<file path="src/rtl/mem_port_initiator.sv">
// mem_port_initiator: initiator side of a single-ported, byte-addressable
// unified instruction/data memory. Arbitrates fetch vs load/store (data wins),
// drives funct3-coded memory strobes, registers read data and returns a
// one-cycle response pulse to the requester.
//
// Optional feature: define MISALIGN_SPLIT_EN to split misaligned H/W accesses
// into sequential byte accesses (SPLIT state). Without it, misaligned H/W
// accesses get the error response and no SPLIT logic is built.
//
// Ports:
//   clk, rst            clock, synchronous active-low reset
//   if_req/if_addr      fetch request in; if_ready accept, if_valid/if_instr response
//   d_req/d_we/d_f3/
//   d_addr/d_wdata      load/store request in; d_ready accept
//   d_rvalid/d_rdata/
//   d_err               load/store completion pulse, extended result, error flag
//   mem_*               memory strobes, width code, address, write/read data
module mem_port_initiator #(
  parameter int ADDR_W = 8
) (
  input  logic              clk,
  input  logic              rst,
  input  logic              if_req,
  input  logic [ADDR_W-1:0] if_addr,
  output logic              if_ready,
  output logic              if_valid,
  output logic [31:0]       if_instr,
  input  logic              d_req,
  input  logic              d_we,
  input  logic [2:0]        d_f3,
  input  logic [ADDR_W-1:0] d_addr,
  input  logic [31:0]       d_wdata,
  output logic              d_ready,
  output logic              d_rvalid,
  output logic [31:0]       d_rdata,
  output logic              d_err,
  output logic              mem_rd,
  output logic              mem_wr,
  output logic [2:0]        mem_f3,
  output logic [ADDR_W-1:0] mem_addr,
  output logic [31:0]       mem_wdata,
  input  logic [31:0]       mem_rdata
);

  typedef enum logic [1:0] {
    IDLE, FETCH, DACC
`ifdef MISALIGN_SPLIT_EN
    , SPLIT
`endif
  } state_t;

  state_t            state, nxt;
  logic              q_we, q_err;
  logic [2:0]        q_f3;
  logic [ADDR_W-1:0] q_addr;   // shared by fetch and data; fetch masks [1:0] on output
  logic [31:0]       q_wdata;

  // request decode at acceptance
  logic ill, mis, acc_err;
  assign ill = (d_f3 == 3'b011) | (d_f3 == 3'b110) | (d_f3 == 3'b111) | (d_f3[2] & d_we);
  assign mis = ((d_f3[1:0] == 2'b01) & d_addr[0]) |
               ((d_f3[1:0] == 2'b10) & (d_addr[1:0] != 2'b00));

`ifdef MISALIGN_SPLIT_EN
  logic        acc_split;
  logic [1:0]  k, k_last;
  logic [31:0] asm_q, asm_nxt, asm_ext;
  logic [7:0]  wbyte;
  assign acc_err   = ill;
  assign acc_split = !ill & mis;
  assign k_last    = (q_f3[1:0] == 2'b01) ? 2'd1 : 2'd3;
  assign wbyte     = 8'(q_wdata >> {k, 3'b000});
  assign asm_nxt   = asm_q | (32'(mem_rdata[7:0]) << {k, 3'b000});
  always_comb begin
    asm_ext = asm_nxt;
    if (q_f3 == 3'b001)      asm_ext = {{16{asm_nxt[15]}}, asm_nxt[15:0]};
    else if (q_f3 == 3'b101) asm_ext = {16'h0, asm_nxt[15:0]};
  end
`else
  assign acc_err = ill | mis;
`endif

  // Strobes are gated by rst so an access in flight when reset is sampled
  // never commits: a partial split store stops at the reset cycle itself.
  always_comb begin
    nxt       = state;
    if_ready  = 1'b0;
    d_ready   = 1'b0;
    mem_rd    = 1'b0;
    mem_wr    = 1'b0;
    mem_f3    = 3'b000;
    mem_addr  = '0;
    mem_wdata = '0;
    case (state)
      IDLE: begin
        d_ready  = 1'b1;
        if_ready = !d_req;
        if (d_req) begin
`ifdef MISALIGN_SPLIT_EN
          nxt = acc_split ? SPLIT : DACC;
`else
          nxt = DACC;
`endif
        end else if (if_req) nxt = FETCH;
      end
      FETCH: begin
        mem_rd   = rst;
        mem_f3   = 3'b010;
        mem_addr = {q_addr[ADDR_W-1:2], 2'b00};
        nxt      = IDLE;
      end
      DACC: begin
        if (!q_err) begin
          mem_rd    = rst & !q_we;
          mem_wr    = rst & q_we;
          mem_f3    = q_f3;
          mem_addr  = q_addr;
          mem_wdata = q_wdata;
        end
        nxt = IDLE;
      end
`ifdef MISALIGN_SPLIT_EN
      SPLIT: begin
        mem_rd    = rst & !q_we;
        mem_wr    = rst & q_we;
        mem_f3    = q_we ? 3'b000 : 3'b100;
        mem_addr  = q_addr + ADDR_W'(k);
        mem_wdata = {24'h0, wbyte};
        if (k == k_last) nxt = IDLE;
      end
`endif
      default: nxt = IDLE;
    endcase
  end

  always_ff @(posedge clk) begin
    if (!rst) begin
      state    <= IDLE;
      q_we     <= 1'b0;
      q_err    <= 1'b0;
      q_f3     <= 3'b000;
      q_addr   <= '0;
      q_wdata  <= '0;
      if_valid <= 1'b0;
      if_instr <= '0;
      d_rvalid <= 1'b0;
      d_rdata  <= '0;
      d_err    <= 1'b0;
`ifdef MISALIGN_SPLIT_EN
      k        <= 2'd0;
      asm_q    <= '0;
`endif
    end else begin
      state    <= nxt;
      if_valid <= 1'b0;
      d_rvalid <= 1'b0;
      d_err    <= 1'b0;
      case (state)
        IDLE: begin
          if (d_req) begin
            q_we    <= d_we;
            q_f3    <= d_f3;
            q_addr  <= d_addr;
            q_wdata <= d_wdata;
            q_err   <= acc_err;
`ifdef MISALIGN_SPLIT_EN
            k       <= 2'd0;
            asm_q   <= '0;
`endif
          end else if (if_req) begin
            q_addr <= if_addr;
          end
        end
        FETCH: begin
          if_instr <= mem_rdata;
          if_valid <= 1'b1;
        end
        DACC: begin
          d_rvalid <= 1'b1;
          d_err    <= q_err;
          d_rdata  <= (q_err | q_we) ? 32'h0 : mem_rdata;
        end
`ifdef MISALIGN_SPLIT_EN
        SPLIT: begin
          asm_q <= asm_nxt;
          k     <= k + 2'd1;
          if (k == k_last) begin
            d_rvalid <= 1'b1;
            d_rdata  <= q_we ? 32'h0 : asm_ext;
          end
        end
`endif
        default: ;
      endcase
    end
  end

endmodule
</file>
<file path="config.mk">
export PLATFORM = sky130hd
export DESIGN_NAME = mem_port_initiator
export DESIGN_NICKNAME = d
export VERILOG_FILES = /design/src/rtl/mem_port_initiator.sv
export SDC_FILE = /design/constraint.sdc
export NUM_CORES = 1
export LEC_CHECK = 0
export CORE_MARGIN = 1.5
export CORE_UTILIZATION = 44
export DETAILED_ROUTE_END_ITERATION = 7
export GPL_ROUTABILITY_DRIVEN = 0
export GPL_TIMING_DRIVEN = 1
export PLACE_DENSITY = 0.93
export SETUP_SLACK_MARGIN = 0.05
export SYNTH_ARGS = -nofsm -noshare
export SYNTH_HDL_FRONTEND = slang
export SYNTH_SLANG_ARGS = --single-unit
</file>
<file path="constraint.sdc">
create_clock -name clk -period 4.2 [get_ports clk]
set_input_delay 0.84 -clock clk [delete_from_list [all_inputs] [get_ports clk]]
set_output_delay 0.84 -clock clk [all_outputs]
set_load 0.05 [all_outputs]
</file>
Word-level counts from Yosys, hierarchy flattened
Index checks and enable logic that the tools add are counted.
{"block": "classes", "addsub": 0, "mul": 0, "div": 0, "magnitude_cmp": 0, "eq_ne": 7, "shift": 0, "mux": 19, "bitwise_logic": 13, "n_reduce_logical": 10}
{"cell": "$mux 32", "n": 3}
{"cell": "$mux 8", "n": 3}
{"cell": "$pmux 8 s2", "n": 1}
{"cell": "$reduce_and 2->1", "n": 4}
{"cell": "$mux 1", "n": 7}
{"cell": "$eq 3x3->1 const B", "n": 2}
{"cell": "$or 1x1->1", "n": 6}
{"cell": "$pmux 3 s2", "n": 1}
{"cell": "$and 1x1->1", "n": 5}
{"cell": "$eq 2x1->1 const B", "n": 2}
{"cell": "$eq 2x2->1 const B", "n": 2}
{"cell": "$mux 2", "n": 2}
{"cell": "$reduce_bool 2->1", "n": 2}
{"cell": "$eq 3x2->1 const B", "n": 1}
{"cell": "$mux 3", "n": 1}
{"cell": "$reduce_or 3->1", "n": 1}
{"cell": "$logic_not 1->1", "n": 2}
{"cell": "$logic_not 2->1", "n": 1}
{"cell": "$not 1->1", "n": 2}
{"cell": "$pmux 1 s2", "n": 1}
{"block": "totals", "reg_bits": 114, "latch_bits": 0, "ram_bits": 0, "mem_bits_ro": 0, "input_bits": 88, "out_inout_bits": 114, "word_cells": 61, "memories": 0}

Logic depth before layout (Yosys ltp)
Gate-level depths: netlist of the first run.
{"block": "depth", "ltp_word": 5, "ltp_mapped": 7, "mapped_depth_nobuf": 5}

Worst setup path after synthesis of the first run
OpenSTA, ideal clock, no wires.
{"block": "synth_path", "path_type": "input port to output port", "start": "in d_req", "end": "out if_ready", "arrival_time_ns": 1.709, "required_ns": 3.360, "setup_slack_ns": 1.651, "stages": 2, "path_buffers": 1, "cell_sequence": "buf_4 nor2b_1"}
{"block": "synth_between", "elab_chain_cells": 2}
{"element": "start, declared", "line": "28", "source": "input logic d_req,"}
{"element": "$logic_not 1->1", "line": "97", "source": "if_ready = !d_req;"}
{"element": "$mux 1", "line": "94", "source": "case (state)"}
{"element": "end, declared", "line": "25", "source": "output logic if_ready,"}
Every way passes these cells.

Worst setup path in the final report of the first run
{"block": "layout_path", "start": "reg state[0]", "end": "out mem_addr[2]"}
{"block": "layout_between", "elab_chain_cells": 2, "elab_cells_between_ends": 3, "cone_classes": "eq/ne (2); mux (1)"}
{"element": "start, declared", "line": "52", "source": "state_t state, nxt;"}
{"element": "start signal, assigned", "line": "154", "source": "state <= nxt;"}
{"element": "$eq 2x2->1 or $eq 2x1->1 (tied branches)", "line": "94"}
{"element": "$pmux 8 s2 *", "line": "94"}
{"element": "end, declared", "line": "40", "source": "output logic [ADDR_W-1:0] mem_addr,"}
Mark *: on every way between the ends. The rest lies on a longest branch, timed or not.

==> results of run 1 <==
worst max-delay path, stage by stage (launching register included):
cell	delay (ps)
dfxtp_1	320
inv_1	100
ha_1	230
nor2b_2	150
buf_4	300
o21a_1	240
and2_1	160
clkdlybuf4s50_1	810
per-layer routing:
layer  share of wire [%]  track usage [%]  vias to the layer above
met1                  39            24.00                     1840
met4                 3.3            12.60                        0
met2                  52            40.16                      144
li1                    -                -                     1898
met3                 5.6            7.393                       32
met5                   0                0                        -
per-stage QoR:
stage	instance area [um^2]	power (uW)	hold WS, ps
after global routing	7107	3162	468.0
after CTS	7107	3074	450.3
after global placement	6523	1651	435.7
after floorplan	4479	1474	430.5
after detailed placement	6523	1667	442.0
final	7107	3049	447.6
state kept, by name (all words and copies together), names as in the netlist, 2 cells and up:
| signal | cells |
|---|---|
| d_rdata | 32 |
| if_instr | 32 |
| q_f3 | 3 |
| q_addr | 8 |
| state | 2 |
| q_wdata | 32 |
synthesized netlist by cell type (all sizes together):
| cell | instances |
|---|---|
| a211oi | 1 |
| a21boi | 36 |
| a21oi | 1 |
| a221oi | 1 |
| a22o | 32 |
| and2 | 41 |
| and3 | 5 |
| and3b | 2 |
| buf | 22 |
| clkbuf | 12 |
| dfxtp | 114 |
| ha | 3 |
| inv | 3 |
| mux2i | 40 |
| nand2 | 82 |
| nand3 | 2 |
| nor2 | 1 |
| nor2b | 35 |
| o211a | 8 |
| o21a | 4 |
| o21ai | 1 |
| or4 | 1 |
logic make-up (layout without fill, tap and decap cells):
family,after synthesis,in the layout
multiplexers,40,40
AND/OR/NAND/NOR,169,169
AO/OA/AOI/OAI,84,84
flip-flops,114,114
buffers and inverters,37,244
adder cells (fa/ha/maj),3,3
report_power, final:
group,leakage (uW),switching [uW],internal (uW),total (uW)
combinational,0.00155,266,205,472
sequential,0.000931,31.1,1140,1170
clock,0.000287,476,927,1400
worst paths after layout:
path              cells past startpoint        from           to  slack [ps]
setup reg to reg                      7    state[0]  d_rdata[10]        2230
hold / removal                        2  q_wdata[8]   q_wdata[8]         450
hold reg to reg                       2  q_wdata[8]   q_wdata[8]         450
setup / recovery                      7    state[0]  mem_addr[2]         540
layout make-up:
type / instances / area, um^2
clock buffers: 21 / 449.2
flip-flops and latches: 114 / 2282
multi-input cells: 296 / 1986
inverters: 3 / 11.26
clock inverters: 11 / 135.1
fillers: 697 / 2713
well taps: 133 / 166.4
repair buffers: 209 / 2077
==> flow_summary.toml, run 1 <==
[timing]
slew-limit-headroom_pct = 56.46
period_minus_slack_ps = 3663
min_period_over_period_pct = 87.22
worst_pin_slew_ps = 653.1
finalSetupViolCount = 0
setup_tns_ps = 0
drv_slew = 0
max_freq_ghz = 0.2730
rsz0062_at_grt = "false"
timing.final.hold_violations = 0
fin_skew_ps = 8.444
setup_slack_ps = 536.8

[cts]
cts_setup_buffers = 0
clock_latency_ps = 510
post_cts_resized = 0
hold_buffers = 0
cts_tree = "yes"
clk_pin_slew_worst_paths_ps = 60
cts_buffers = 17
htreeDepth = 4
clock_path_buffers = 2
cts_root_buffer = "clkbuf_8"
cts.sinks = 114

[floorplanning]
die_width_um = 103.9
die_area_um2 = 10790
row_count = 36
pin_count = 202
core_area_um2 = 9819
die_y_um = 103.9
start_util_pct = 45.62

[layout]
diodes = 0
finalNonFillerCells = 787
layout-drive-gt1-share_pct = 6.575
final_common_cell = "clkdlybuf4s50_1"
mostFrequentLayoutCells = "clkdlybuf4s50_1 (199), dfxtp_1 (114), nand2_1 (82)"
syn_to_final_growth_pct = 58.66
postLayoutCoreUtil_pct = 72.38
nets = 732

[grt]
grt-ovfl-total = 0
grt_antenna_before_repair = 0
grt.total_usage_pct = 22.81
grt_max_degree = 84
grt_pass1_wl_mm = 19.49
grt_pass1_vias = 4071

[min_path]
hold_class = "reg -> reg"

[setup_path]
end_kind = "output port"
crit_fanout = 38
required_ps = 3360
setup.worst_path.class = "reg -> out"
cp-start-kind = "flip-flop"
crit_arrival_ps = 2820

[synthesis]
synth_nets = 538
yosys_warnings = 0
synth_cells = 447
yosys.area_share.xor_xnor_pct = 0
yosys.area_share.adder_pct = 0.8380
ys_top_cells_by_area = "dfxtp_1 (51%), mux2i_1 (8.9%), nand2_1 (6.9%)"
synth-compound-area-share_pct = 15.34
ys_seq_elements = 114
netlist.area_leader.share_pct = 50.95
yosys.area.top_type = "dfxtp_1"
synth_top_family_by_area = "simple AND/OR/NAND/NOR gates"
synth-seq-area-share_pct = 50.95
synth_area_per_cell_um2 = 10.02
synth-simple-area-share_pct = 19.05
yosysUniqueCellTypes = 26
synth_mux_area_share_pct = 8.939
synth_area_um2 = 4479

[route]
vias_per_cell = 4.973
ant_nets = 0
vias = 3914
dr.first_iter.drc_count = 136
firstDrtPassIters = 4
wl_per_cell_um = 15.52
drt_drc_violations_left = 0
wl_mm = 12.21

[place]
io_buffers = 201
pre_cts_slack_ps = 1077
dp.cells = 755
hpwl_mm = 8.519

[outcome]
status = "finished clean"

[power]
power_per_cell_area_nw_per_um2 = 429.0
power.leakage_uw = 0.002764
vdd_drop_max_uv = 242.7

[flow_run]
drv_cap = 0
Note: power is estimated with default switching activity, not from simulation.
==> run 2: changes to the inputs <==
Settings changed: CTS_BUF_LIST from default to sky130_fd_sc_hd__clkbuf_8.
==> flow_summary.toml, run 2 (synthesis results as in run 1) <==
[layout]
fin_area_um2 = 6927
mostFrequentLayoutCells = "clkdlybuf4s50_1 (199), dfxtp_1 (114), nand2_1 (82)"
nets = 732
diodes = 0
fillers = 721
finalNonFillerCells = 787
syn_to_final_growth_pct = 54.64
reg_top3 = "d_rdata (32), if_instr (32), q_wdata (32)"
final_common_cell = "clkdlybuf4s50_1"
layout-drive-gt1-share_pct = 6.575

[grt]
grt.total_usage_pct = 22.46
grt_antenna_before_repair = 0
grt_max_degree = 84
grt_pass1_wl_mm = 19.22
grt_pass1_vias = 4029
grt-ovfl-total = 0

[timing]
worst_pin_slew_ps = 668.8
setup_tns_ps = 0
drv_slew = 0
rsz0062_at_grt = "false"
finalSetupViolCount = 0
setup_slack_ps = 592.7
timing.final.hold_violations = 0
fin_skew_ps = 9.736
max_freq_ghz = 0.2772
min_period_over_period_pct = 85.89
slew-limit-headroom_pct = 55.41
period_minus_slack_ps = 3607

[route]
dr.first_iter.drc_count = 120
vias_per_cell = 4.978
drt_drc_violations_left = 0
firstDrtPassIters = 4
wl_mm = 12.07
wl_per_cell_um = 15.34
ant_nets = 0
vias = 3918

[setup_path]
crit_arrival_ps = 2770
required_ps = 3360
end_kind = "output port"
cp_slowest_cell = "clkdlybuf4s50_1"
crit_fanout = 38
cp-start-kind = "flip-flop"
critPathMaxStageDelay_ps = 810
path_cells = "inv_1 -> ha_1 -> nor2b_2 -> buf_4 -> o21a_1 -> and2_1 -> clkdlybuf4s50_1"
setup.worst_path.class = "reg -> out"

[place]
pre_cts_slack_ps = 1077
dpl-instance-area_um2 = 6523
dp.cells = 755
io_buffers = 201
hpwl_mm = 8.519

[cts]
cts_tree = "yes"
htreeDepth = 4
clock_path_buffers = 2
cts_setup_buffers = 0
post_cts_resized = 0
cts_buffers = 17
cts.sinks = 114
hold_buffers = 0
cts_root_buffer = "clkbuf_8"
clock_latency_ps = 430
clk_pin_slew_worst_paths_ps = 70

[floorplanning]
start_util_pct = 45.62
row_count = 36
pin_count = 202
core_area_um2 = 9819
die_width_um = 103.9
die_area_um2 = 10790
die_y_um = 103.9

[min_path]
hold_class = "reg -> reg"

[outcome]
status = "finished clean"

[flow_run]
drv_cap = 0

[power]
vdd_drop_max_uv = 195.1
power.total_uw = 2682
power_per_cell_area_nw_per_um2 = 387.2
power.leakage_uw = 0.002691
run 2: cell type report:
type                    count  area (um^2)  share of cell area [%]
clock buffers              19        261.5                   3.775
clock inverters            13        142.6                   2.059
inverters                   3        11.26                  0.1626
multi-input cells         296         1986                   28.67
flip-flops and latches    114         2282                   32.95
well taps                 133        166.4                   2.402
repair buffers            209         2077                   29.99
run 2: per-stage QoR:
| step | utilization, % | hold WS [ps] |
|---|---|---|
| finish | 70.54 | 448.1 |
| global route | 70.54 | 462.6 |
| CTS | 70.54 | 452.0 |
| detailed placement | 66.42 | 442.0 |
| global placement | 66.42 | 435.7 |
| floorplan | - | 430.5 |
run 2: power by group:
part	switching (uW)	internal, uW
Clock	432	607
Sequential	31.1	1140
Combinational	265	205
run 2: critical path: cells and delay by family, from the launching register on:
| kind | cells | cell delay (ps) |
|---|---|---|
| buffers and inverters | 3 | 1220 |
| adder cells (fa/ha/maj) | 1 | 230 |
| AND/OR/NAND/NOR | 2 | 310 |
| flip-flops | 1 | 320 |
| AO/OA/AOI/OAI | 1 | 240 |
run 2: final timing paths:
path	cells past startpoint	from	slack (ps)	endpoint
worst max register to register	7	state[0]	2210	d_rdata[10]
worst min register to register	2	q_wdata[8]	450	q_wdata[8]
worst min-delay path	2	q_wdata[8]	450	q_wdata[8]
worst max-delay path	7	state[0]	590	mem_addr[2]
run 2: metal layers:
layer / wire length (um) / track usage, % / up-vias
li1: - / - / 1898
met1: 4718 / 23.37 / 1839
met2: 6249 / 39.88 / 154
met3: 766 / 7.080 / 27
met4: 337 / 12.70 / 0
met5: 0 / 0 / -
==> run 3: changes to the inputs <==
Settings changed: ABC_CLOCK_PERIOD_IN_PS from default to 4200.
==> results of run 3 <==
Final layout, timing and power as in run 2 (identical DEF).
